--- src/rtl/tt_um_pkg.sv ---
// Shared types and constants for the result drain stage.
package tt_um_pkg;

    localparam int unsigned BYTE_W   = 8;
    localparam int unsigned SLOT_LEN = 8;

    localparam logic [BYTE_W-1:0] SAT_MAX = 8'h7F;
    localparam logic [BYTE_W-1:0] SAT_MIN = 8'h80;

    // One buffered frame: converted bytes, frame clip flag, occupancy bit.
    typedef struct packed {
        logic [SLOT_LEN-1:0][BYTE_W-1:0] bytes;
        logic                            sat;
        logic                            valid;
    } slot_t;

endpackage : tt_um_pkg

--- src/rtl/tt_um_sat8.sv ---
// Converts one signed accumulator to a byte, saturating or truncating.
module tt_um_sat8
    import tt_um_pkg::*;
#(
    parameter int unsigned ACC_W = 12
) (
    input  logic signed [ACC_W-1:0]  acc,
    input  logic                     sat_en,
    output logic        [BYTE_W-1:0] data_c,
    output logic                     clip_c
);

    if (ACC_W == 8) begin : g_pass
        // Already byte-sized: nothing can clip.
        always_comb begin
            data_c = acc;
            clip_c = 1'b0;
        end
    end else begin : g_conv
        localparam logic signed [ACC_W-1:0] MAX_V = ACC_W'(127);
        localparam logic signed [ACC_W-1:0] MIN_V = ACC_W'(-128);

        logic over;
        logic under;

        // Signed range check at full accumulator width.
        always_comb begin
            over   = acc > MAX_V;
            under  = acc < MIN_V;
            data_c = acc[BYTE_W-1:0];
            clip_c = 1'b0;
            if (sat_en) begin
                if (over) begin
                    data_c = SAT_MAX;
                end else if (under) begin
                    data_c = SAT_MIN;
                end
                clip_c = over | under;
            end
        end
    end

endmodule : tt_um_sat8

--- src/rtl/tt_um_result_drain.sv ---
// Double-buffered capture of a multiplier output vector, drained one byte per cycle.
module tt_um_result_drain
    import tt_um_pkg::*;
#(
    parameter int unsigned OUT_LEN = SLOT_LEN,
    parameter int unsigned ACC_W   = 12
) (
    input  logic                       clk,
    input  logic                       rst_n,
    input  logic                       ena,
    input  logic                       in_valid,
    output logic                       in_ready,
    input  logic [OUT_LEN*ACC_W-1:0]   in_vec,
    input  logic                       sat_en,
    output logic [BYTE_W-1:0]          uo_data,
    output logic                       uo_valid,
    output logic                       uo_last,
    output logic                       uo_sat,
    input  logic                       uo_ready,
    output logic                       busy
);

    localparam int unsigned      IDX_W    = (OUT_LEN > 1) ? $clog2(OUT_LEN) : 1;
    localparam logic [IDX_W-1:0] IDX_LAST = IDX_W'(OUT_LEN - 1);

    logic [OUT_LEN-1:0][BYTE_W-1:0] conv_bytes;
    logic [OUT_LEN-1:0]             conv_clip;
    slot_t                          cap_slot;

    slot_t              act_q, act_d;
    slot_t              pend_q, pend_d;
    logic [IDX_W-1:0]   idx_q, idx_d;
    logic [BYTE_W-1:0]  data_d;
    logic               last_d;
    logic               sat_d;
    logic               busy_d;
    logic               fire;
    logic               retire;
    logic               cap;

    // Conversion happens on the capture path, one converter per element.
    for (genvar g = 0; g < OUT_LEN; g++) begin : g_sat
        tt_um_sat8 #(.ACC_W(ACC_W)) u_sat8 (
            .acc    (in_vec[g*ACC_W +: ACC_W]),
            .sat_en (sat_en),
            .data_c (conv_bytes[g]),
            .clip_c (conv_clip[g])
        );
    end

    // Frame record built from the converter outputs.
    always_comb begin
        cap_slot       = '0;
        cap_slot.bytes = conv_bytes;
        cap_slot.sat   = |conv_clip;
        cap_slot.valid = 1'b1;
    end

    // A slot is free for capture only while the pending buffer is empty.
    assign in_ready = ena & ~pend_q.valid;

    // Slot/index next state; output registers are fed from the next state.
    always_comb begin
        act_d  = act_q;
        pend_d = pend_q;
        idx_d  = idx_q;
        fire   = 1'b0;
        retire = 1'b0;
        cap    = 1'b0;

        if (ena) begin
            fire   = act_q.valid & uo_ready;
            retire = fire & (idx_q == IDX_LAST);
            cap    = in_valid & ~pend_q.valid;

            if (fire) begin
                idx_d = retire ? '0 : IDX_W'(idx_q + IDX_W'(1));
            end
            if (retire) begin
                act_d  = pend_q;
                pend_d = '0;
            end
            if (cap) begin
                if (!act_q.valid || retire) begin
                    act_d = cap_slot;
                end else begin
                    pend_d = cap_slot;
                end
            end
        end

        data_d = act_d.valid ? act_d.bytes[idx_d] : '0;
        last_d = act_d.valid & (idx_d == IDX_LAST);
        sat_d  = act_d.valid & act_d.sat;
        busy_d = act_d.valid | pend_d.valid;
    end

    // State and registered outputs.
    always_ff @(posedge clk or negedge rst_n) begin
        if (!rst_n) begin
            act_q    <= '0;
            pend_q   <= '0;
            idx_q    <= '0;
            uo_data  <= '0;
            uo_valid <= 1'b0;
            uo_last  <= 1'b0;
            uo_sat   <= 1'b0;
            busy     <= 1'b0;
        end else begin
            act_q    <= act_d;
            pend_q   <= pend_d;
            idx_q    <= idx_d;
            uo_data  <= data_d;
            uo_valid <= act_d.valid;
            uo_last  <= last_d;
            uo_sat   <= sat_d;
            busy     <= busy_d;
        end
    end

endmodule : tt_um_result_drain

--- config.mk ---
export PLATFORM = sky130hd
export DESIGN_NAME = tt_um_result_drain
export DESIGN_NICKNAME = d
export VERILOG_FILES = /design/src/rtl/tt_um_pkg.sv /design/src/rtl/tt_um_sat8.sv /design/src/rtl/tt_um_result_drain.sv
export SDC_FILE = /design/constraint.sdc
export NUM_CORES = 1
export LEC_CHECK = 0
export CORE_ASPECT_RATIO = 0.7
export CORE_MARGIN = 4
export CORE_UTILIZATION = 54
export CTS_CLUSTER_SIZE = 24
export DETAILED_ROUTE_END_ITERATION = 8
export PLACE_DENSITY = 0.81
export SETUP_SLACK_MARGIN = 0.3
export SLEW_MARGIN = 25
export SYNTH_ARGS = -nofsm -noshare
export SYNTH_HDL_FRONTEND = slang
export SYNTH_SLANG_ARGS = --single-unit
export TNS_END_PERCENT = 10
--- constraint.sdc ---
create_clock -name clk -period 3.21 [get_ports clk]
set_input_delay 0.8025 -clock clk [delete_from_list [all_inputs] [get_ports clk]]
set_output_delay 0.8025 -clock clk [all_outputs]
set_load 0.01 [all_outputs]
==> metrics.txt <==
core area=12,600 um2; clock-pin slew on the worst setup and hold paths=60 ps; worst reg2reg setup slack=between 400 and 500 ps; Initial DRT Pass Iterations=5; Fill cells=916; total power=roughly 0.008 W; Syn Std Cell Area=7050 um2; post-synth top area cell=dfrtp_1; cts hold-fix bufs=0; P&R area growth vs syn=28.7%; total CTS buffers=17; Final Cycle Share=0.866; first-pass GRT wire length=35,700 um; max_cap viols=0; post-DP HPWL=15,200 um; Reg-to-Reg Start=idx_q[0]$_DFF_PN0_; slowest stage delay, CP=490 ps; Starting Density=0.560; critical path data required time=3540 ps; Via density=roughly 6.4; Setup TNS Final=0 ps; Die Wd=between 100 and 150 um; root buffer cell=clkbuf_16; CP Capture Type=flop; critical path fanouts, max=35; syn avg cell area=between 9 and 10 um2; DR WL/cell=21.7 um; worst hold slack=377 ps; RSZ-0062 raised after global routing=yes; most frequent CP cell=ha_1; worst reg2reg path endpoint=uo_data[6]$_DFF_PN0_; Crit. Startpoint=idx_q[0]$_DFF_PN0_; Startpoint Class=flop; vias in the first global route=about 6,600; FFs w/ async S/R, synth=1.00; Worst Tran Pin Value=slightly below 800 ps; Detailed Route WL=22,400 um; Leak=3.98 nW; Core Rows=34; Worst Skew=approximately 8.5 ps; top-count cell post-synth=dfrtp_1; Cell Chain, Critical Path=ha_1, ha_1, and3_1, and2_4, nand2_1, o21ai_0, a22o_1, o221ai_1, o22ai_1; Final Critical Period=2780 ps; slowest library cell on the worst path=and2_4; cells on worst reg2reg path=9; nets@finish=962; Syn. warnings=0; ant diodes=0; grt total ovfl=0; top post-synthesis cells by area=dfrtp_1 (52%), nand2_1 (7.5%), o21ai_0 (7.4%); largest net degree at the start of global routing=between 60 and 70; area taken by multi-input logic gates=between 3000 and 4000 um2; Seq cells post-synth=146; Fin. Hold Viols=0; CTS tree=built; post-synth cell types=57; Clock Path Buffers=2; Iter 0 DRT Violations=784; Post-synth top flop=dfrtp_1; Slew Limit Fails=0; layout cell share with drive strength beyond 1=0.0897; arrival time worst endpoint=3110 ps; clk sinks=146; Setup CP Type=flop to flop; ANT nets after route=0; f_max=360 MHz; Max H-tree Level=4; die height=~100 um; Worst VDD drop=0.457 mV; type of the worst min-delay path=primary input to asynchronous set/reset pin; number of flops mapped to enable cells by yosys=0; FF/Latch Area=3650 um2; PwrDens=871 nW/um2; Top-Level Pins=115; gp weighted congestion=0.970; Syn Inst Count=750; status=finished clean; I/O Buffers=114; initial antenna violation count=0; Synth top area share=0.518; Critical Path Sink=uo_data[6]$_DFF_PN0_; GRT Overall Usage=0.304; die area=15,000 um2; slew margin rel.=0.480; sequential share of the synthesized area=0.518; DR DRC count=0; final setup vio count=0; clk_lat worst skew=around 420 ps; Mapped Nets=854; via count of the routed design=approximately 6,600; most frequent cells after synthesis=dfrtp_1 (146), nand2_1 (140), o21ai_0 (104)
through the flow:
step / worst slack (ps) / utilization / cell area, um2 / instances
floorplan: 985 / - / 7050 / 750
global placement: 154 / 0.664 / 8360 / 997
detailed placement: 102 / 0.664 / 8360 / 997
CTS: 398 / 0.719 / 9050 / 1028
global route: 255 / 0.721 / 9080 / 1032
finish: 429 / 0.721 / 9080 / 1032
flip-flops by register name, summed over array words and instances, names as in the netlist:
register  count
act_q        66
uo_data       8
pend_q       66
uo_last       1
busy          1
idx_q         3
uo_sat        1
report_power, final:
group / leakage, nW / internal, W / switching (W)
registers: 1.81 / 0.00271 / 0.000393
clock network: 0.336 / 0.00156 / 0.000771
logic: 1.83 / 0.00105 / 0.00142
layout by cell type (no fill, tap or decap), types with 4 or more instances in the layout:
| cell | synthesis | layout |
|---|---|---|
| dfrtp_1 | 146 | 146 |
| nand2_1 | 140 | 140 |
| clkdlybuf4s50_1 | 0 | 112 |
| o21ai_0 | 104 | 104 |
| a21oi_1 | 72 | 71 |
| a22o_1 | 37 | 37 |
| o21ai_1 | 25 | 24 |
| clkbuf_16 | 0 | 17 |
| buf_4 | 2 | 17 |
| o22ai_1 | 15 | 15 |
| nor2_1 | 14 | 14 |
| a22oi_1 | 13 | 13 |
| nand3_1 | 13 | 13 |
| and3_1 | 9 | 9 |
| nor4_1 | 8 | 8 |
| o221ai_1 | 8 | 8 |
| inv_1 | 7 | 7 |
| o21bai_1 | 7 | 7 |
| a21boi_1 | 6 | 6 |
| nor3b_2 | 6 | 6 |
| a2bb2oi_1 | 6 | 6 |
| a31oi_1 | 6 | 6 |
| bufinv_16 | 0 | 6 |
| mux2i_1 | 5 | 5 |
| nand4_1 | 5 | 5 |
| clkbuf_8 | 0 | 5 |
| buf_12 | 0 | 5 |
| nor2b_1 | 4 | 4 |
| a221o_1 | 4 | 4 |
layout make-up:
cell class	count	area share
multi-input cells	548	0.345
inverters	9	0.00372
repair buffers	136	0.150
clock inverters	8	0.0216
clock buffers	23	0.0548
well taps	162	0.0223
flip-flops and latches	146	0.402
cells by family after synthesis:
logic type | Yosys count | share of synthesized area
fa+ha+maj | 2 | 0.00355
compound gates | 321 | 0.281
mux | 5 | 0.00710
flops | 146 | 0.518
buf+inv | 56 | 0.0413
simple gates | 220 | 0.149
timing repair:
action                     in CTS  in global routing
setup buffers                   0                  4
gates resized for setup         0                  0
setup endpoints to repair       0                  7
worst max-delay path, delay by kind of cell, from the launching register on:
family / cells / cell delay [ps]
compound gates: 4 / 710
fa+ha+maj: 2 / 510
flops: 1 / 450
simple gates: 3 / 990
per-layer routing:
layer	up-vias	global-route usage	share of wire
li1	2959	-	-
met1	3216	0.436	0.42
met2	383	0.439	0.45
met3	54	0.0958	0.10
met4	0	0.101	0.029
met5	-	0	0
how the worst min path moves through the flow:
| stage | cells past startpoint | end | slack (ps) |
|---|---|---|---|
| floorplan | 2 | act_q[42]$_DFF_PN0_ | 430 |
| global placement | 2 | act_q[44]$_DFF_PN0_ | 440 |
| detailed placement | 2 | act_q[42]$_DFF_PN0_ | 450 |
| CTS | 1 | pend_q[15]$_DFFE_PN0P_ | 400 |
| global route | 1 | pend_q[15]$_DFFE_PN0P_ | 420 |
| finish | 1 | pend_q[12]$_DFFE_PN0P_ | 380 |
No activity file was read; power rests on OpenSTA's default activity.
